===== config.mk =====
export PLATFORM = sky130hd
export DESIGN_NAME = exp_inv_rom
export DESIGN_NICKNAME = d
export VERILOG_FILES = /design/src/rtl/exp_inv_rom.sv
export SDC_FILE = /design/constraint.sdc
export NUM_CORES = 1
export LEC_CHECK = 0
export ABC_AREA = 1
export BUFFER_PORTS_ARGS = -buffer_cell sky130_fd_sc_hd__buf_2
export CAP_MARGIN = 15
export CORE_MARGIN = 4
export CORE_UTILIZATION = 55
export CTS_BUF_LIST = sky130_fd_sc_hd__clkbuf_16
export DETAILED_ROUTE_END_ITERATION = 10
export PLACE_DENSITY = 0.82
export SYNTH_ARGS = -nofsm -noshare
export SYNTH_HDL_FRONTEND = slang
export SYNTH_SLANG_ARGS = --single-unit

===== constraint.sdc =====
create_clock -name clk -period 9.8 [get_ports clk]
set_clock_uncertainty 0.2 [all_clocks]
set_input_delay 2.45 -clock clk [delete_from_list [all_inputs] [get_ports clk]]
set_output_delay 2.45 -clock clk [all_outputs]
set_load 0.02 [all_outputs]

===== src/rtl/exp_inv_rom.sv =====
// rtl/exp_inv_rom.sv - inverse exponent: tn = round(td*ln(255/y)) via normalise, log LUT, multiply, round/saturate
module exp_inv_rom #(
  parameter int wTn = 6,
  parameter int wTd = 6,
  parameter int wY  = 8,
  parameter int wF  = 10
) (
  input  logic           clk,
  input  logic           reset_n,
  input  logic           req,
  input  logic [wY-1:0]  y,
  input  logic [wTd-1:0] td,
  output logic           busy,
  output logic           valid,
  output logic [wTn-1:0] tn
);

  localparam int LUT_N = 2 ** (wY - 1);
  localparam int FS    = 2 ** wY - 1;
  localparam int LW    = wF + 3;
  localparam int PW    = LW + wTd;
  localparam int EW    = wF + 1;
  localparam logic [LW-1:0]  LN2    = LW'(710);
  localparam logic [PW-1:0]  HALF   = PW'(2 ** (wF - 1));
  localparam logic [wTn-1:0] TN_MAX = '1;

  typedef enum logic [2:0] {IDLE, NORM, LOOK, MUL, OUT} state_t;

  // Elaboration-time table: round(2^wF * ln(FS/n)) via 2*atanh((FS-n)/(FS+n)) in Q.30.
  function automatic logic [wF:0] lut_entry(input int idx);
    logic [63:0] n, z, z2, term, sum, k;
    n    = 64'(idx) + 64'(LUT_N);
    z    = ((64'(FS) - n) << 30) / (64'(FS) + n);
    z2   = (z * z) >> 30;
    term = z;
    sum  = '0;
    for (k = 64'd1; k < 64'd41; k = k + 64'd2) begin
      sum  = sum + term / k;
      term = (term * z2) >> 30;
    end
    lut_entry = EW'(((sum << (wF + 1)) + (64'd1 << 29)) >> 30);
  endfunction

  logic [wF:0] log_lut [LUT_N];
  for (genvar g = 0; g < LUT_N; g++) begin : g_lut
    localparam logic [wF:0] ENTRY = lut_entry(g);
    assign log_lut[g] = ENTRY;
  end

  state_t         state, state_n;
  logic [wY-1:0]  m;
  logic [2:0]     s;
  logic [wTd-1:0] td_r;
  logic           sat;
  logic [LW-1:0]  l_r;
  logic [PW-1:0]  p_r;
  logic [PW-1:0]  rnd;
  logic [wTn-1:0] tn_n;

  always_comb begin
    state_n = state;
    case (state)
      IDLE: if (req) state_n = (y == '0) ? MUL : NORM;
      NORM: if (m[wY-1]) state_n = LOOK;
      LOOK: state_n = MUL;
      MUL:  state_n = OUT;
      OUT:  state_n = IDLE;
      default: state_n = IDLE;
    endcase
  end

  always_comb begin
    rnd  = (p_r + HALF) >> wF;
    tn_n = '0;
    if (sat || rnd > PW'(TN_MAX)) tn_n = TN_MAX;
    else                          tn_n = rnd[wTn-1:0];
  end

  always_ff @(posedge clk) begin
    if (!reset_n) begin
      state <= IDLE;
      busy  <= 1'b0;
      valid <= 1'b0;
      tn    <= '0;
      m     <= '0;
      s     <= '0;
      td_r  <= '0;
      sat   <= 1'b0;
      l_r   <= '0;
      p_r   <= '0;
    end else begin
      state <= state_n;
      valid <= 1'b0;
      case (state)
        IDLE: if (req) begin
          m    <= y;
          td_r <= td;
          s    <= '0;
          sat  <= (y == '0);
          busy <= 1'b1;
        end
        NORM: if (!m[wY-1]) begin
          m <= m << 1;
          s <= s + 3'd1;
        end
        LOOK: l_r <= LW'(log_lut[m[wY-2:0]]) + LW'(s) * LN2;
        MUL:  p_r <= PW'(l_r) * PW'(td_r);
        OUT: begin
          tn    <= tn_n;
          valid <= 1'b1;
          busy  <= 1'b0;
        end
        default: ;
      endcase
    end
  end

endmodule


==> results.sh <==
export IMPL_ctsResizeCount=0
export IMPL_worstMarginPinSlew_ns=0.917
export IMPL_worstSkewPairLatency_ns=0.29
export IMPL_synthToLayoutAreaGrowth_pct=4.60
export IMPL_p_comb_share_pct=38.0
export IMPL_grt_pass1_wl_mm=28.0
export IMPL_synth_cell_type_count=43
export IMPL_finalSetupViolCount=0
export IMPL_min_path_cells=2
export IMPL_tns_ns=0
export IMPL_numClockSinks=52
export IMPL_first_iter_violations=706
export IMPL_initial_core_util_pct=57.0
export IMPL_row_count=39
export IMPL_drc=0
export IMPL_crit_type="reg -> reg"
export IMPL_netlist_area_um2=6620
export IMPL_outcome="completed"
export IMPL_drt_wirelength_per_cell_um=13.3
export IMPL_postSynthCellCount=1041
export IMPL_hp_class="reg -> reg"
export IMPL_rsz0062_at_grt="no"
export IMPL_slew_viol_final=0
export IMPL_cts_clk_slew_worst_paths_ns=0.07
export IMPL_grt_pass1_vias=6156
export IMPL_synth_nets=1160
export IMPL_yosys_warnings=0
export IMPL_fmax_ghz=0.245
export IMPL_final_area_um2=6920
export IMPL_place_area_um2=6780
export IMPL_ff2ff_setup_slack_ns=5.73
export IMPL_slew_headroom_pct=38.8
export IMPL_htree_levels=2
export IMPL_hp_start="sat$_SDFFE_PN0P_"
export IMPL_dp_slack_ns=5.79
export IMPL_synth_edf_count=0
export IMPL_power_leakage_nw=3.89
export IMPL_fin_crit_sh_pct=41.6
export IMPL_maxCapViolCount=0
export IMPL_hpwl_mm=12.3
export IMPL_critPathLaunchType="flop"
export IMPL_synth_seq_cells=52
export IMPL_worst_hold_path_endpoint="sat$_SDFFE_PN0P_"
export IMPL_io_pins=25
export IMPL_p_int_uw=411
export IMPL_io_buffer_count=24
export IMPL_vias=6496
export IMPL_synthFlopType="dfxtp_1"
export IMPL_p_sw_share_pct=41.2
export IMPL_avgSynthCellArea_um2=6.36
export IMPL_antennaDiodeCount=0
export IMPL_gp_congestion=0.976
export IMPL_worstPathRequired_ns=9.78
export IMPL_fin_crit_ns=4.07
export IMPL_p_sw_uw=288
export IMPL_detail_route_antenna_nets=0
export IMPL_core_area_um2=11600
export IMPL_die_area_um2=13800
export IMPL_wl_mm=15.8
export IMPL_ys_seq_area_share_pct=15.7
export IMPL_die_w_um=118
export IMPL_ff2ff_path_depth=15
export IMPL_seqPwrFrac_pct=37.0
export IMPL_cts_buffers_inserted=5
export IMPL_worst_setup_path_end_kind="flop"
export IMPL_cts_tree="done"
export IMPL_setup_slack_ns=5.73
export IMPL_die_h_um=118
export IMPL_fin_nets=1161
export IMPL_p_clk_share_pct=25.0
export IMPL_grt_ovfl_total=0
export IMPL_drive_gt1_share_pct=5.85
export IMPL_postCtsSetupRepairBufs=0
export IMPL_ctsLongestPathBuffers=2
export IMPL_critPathArrivalTime_ns=4.06
export IMPL_synthArstFlopShare_pct=0
export IMPL_grt_max_degree=34
export IMPL_r2r_end="p_r[17]$_SDFFE_PN0P_"
export IMPL_ir_drop_v=0.000102
export IMPL_antenna_found_initial=0
export IMPL_worstReg2RegStart="td_r[3]$_SDFFE_PN0P_"
export IMPL_vias_per_cell=5.48
export IMPL_track_usage_pct=23.5
export IMPL_power_density_nw_per_um2=101
export IMPL_first_pass_iters=7
export IMPL_final_hold_viol_count=0
export IMPL_critPathMaxFanout=14
export IMPL_cts_hold_buffers_added=0
export IMPL_hold_slack_ns=0.268
export IMPL_clockRootBuffer="clkbuf_16"
[worst max path at each step]
stage	from	end	slack, ns
after floorplan	td_r[5]$_SDFFE_PN0P_	p_r[17]$_SDFFE_PN0P_	5.93
after detailed placement	td_r[5]$_SDFFE_PN0P_	p_r[17]$_SDFFE_PN0P_	5.79
after global placement	reset_n	l_r[5]$_SDFFE_PN0N_	5.82
after global routing	td_r[5]$_SDFFE_PN0P_	p_r[17]$_SDFFE_PN0P_	5.44
after CTS	td_r[3]$_SDFFE_PN0P_	p_r[17]$_SDFFE_PN0P_	5.76
final	td_r[3]$_SDFFE_PN0P_	p_r[17]$_SDFFE_PN0P_	5.73
[routing by layer]
layer,routed length [um],track usage [%]
met1,7160,33.3
met2,6980,37.2
met3,1410,4.37
met4,245,5.49
met5,0,0
[metrics by stage]
step	utilization [%]	cells	total power, mW
6_report	59.6	1186	0.700
5_1_grt	59.6	1186	0.753
4_1_cts	59.6	1186	0.697
3_5_place_dp	58.4	1178	0.522
3_3_place_gp	58.4	1178	0.518
2_1_floorplan	-	1041	0.459
[state kept, by name (all words and copies together), names as in the netlist]
signal / count
valid: 1
l_r: 13
state: 3
busy: 1
tn: 6
m: 8
sat: 1
s: 3
p_r: 10
td_r: 6
[power by group through the flow]
| stage | Sequential, mW | Combinational, mW | Clock [mW] |
|---|---|---|---|
| 2_1_floorplan | 0.246 | 0.213 | 0 |
| 3_3_place_gp | 0.262 | 0.256 | 0 |
| 3_5_place_dp | 0.262 | 0.259 | 0 |
| 4_1_cts | 0.258 | 0.261 | 0.179 |
| 5_1_grt | 0.262 | 0.304 | 0.188 |
| 6_report | 0.259 | 0.266 | 0.175 |
[cell families (layout without fill, tap and decap cells)]
family | count (synthesis) | in the layout | synth area share, %
compound gates | 179 | 179 | 15.3
fa+ha+maj | 102 | 102 | 24.5
simple gates | 448 | 448 | 28.8
flops | 52 | 52 | 15.7
xor+xnor | 6 | 6 | 0.794
buf+inv | 254 | 256 | 14.9
[critical path, stage by stage, from the launching register on]
cell and delay [ns]:
dfxtp_1 0.68, nand2_1 0.15, fa_1 0.50, inv_1 0.05
fa_1 0.53, inv_1 0.05, fa_1 0.52, inv_1 0.04
ha_1 0.35, nand2_1 0.14, nor4_1 0.36, nand2_2 0.10
nand3_1 0.07, nand2_1 0.05, nor2_1 0.11, nor2_1 0.05
[cells in the mapped netlist, types with 2 or more instances]
master | instances | share of area [%]
or2_2 | 4 | 0.38
o211ai_1 | 12 | 1.4
nand2_2 | 6 | 0.57
o21a_1 | 2 | 0.23
fa_1 | 46 | 14
nor2_8 | 2 | 0.61
buf_4 | 2 | 0.23
nor3_1 | 2 | 0.15
nor2_1 | 71 | 4.0
o22ai_1 | 5 | 0.47
nand2_1 | 269 | 15
o221ai_1 | 2 | 0.26
o311ai_0 | 2 | 0.26
o21ai_0 | 56 | 4.2
inv_2 | 5 | 0.28
o21ai_1 | 7 | 0.53
buf_2 | 14 | 1.1
inv_1 | 217 | 12
o21bai_1 | 3 | 0.34
nand4_1 | 5 | 0.47
ha_1 | 56 | 11
nor4_1 | 6 | 0.57
clkbuf_1 | 15 | 0.85
nand3_1 | 74 | 5.6
a31oi_1 | 12 | 1.1
a21oi_1 | 69 | 5.2
a21oi_2 | 3 | 0.40
xor2_1 | 4 | 0.53
xnor2_1 | 2 | 0.26
dfxtp_1 | 52 | 16
nor2_2 | 3 | 0.28
o2111ai_1 | 2 | 0.26
[cells in the final DEF (no fill, tap or decap), types with 4 or more instances in the layout]
master	synthesis	final
buf_2	14	24
inv_1	217	218
o22ai_1	5	5
nand2_1	269	269
nand3_1	74	74
nand4_1	5	5
xor2_1	4	4
clkbuf_16	0	5
fa_1	46	46
or2_2	4	4
dfxtp_1	52	52
nor4_1	6	6
a21oi_1	69	69
a31oi_1	12	12
nor2_1	71	71
inv_2	5	5
ha_1	56	56
o21ai_0	56	56
o211ai_1	12	12
nand2_2	6	6
o21ai_1	7	7
[area by class of cell]
class / count / area (um2)
clock inverter: 3 / 17.5
inverter: 222 / 833
clock buffer: 5 / 125
timing repair buffer: 26 / 135
fill: 1085 / 4690
tap: 143 / 179
sequential: 52 / 1040
multi-input combinational: 735 / 4590
No activity file was read; power rests on OpenSTA's default activity.
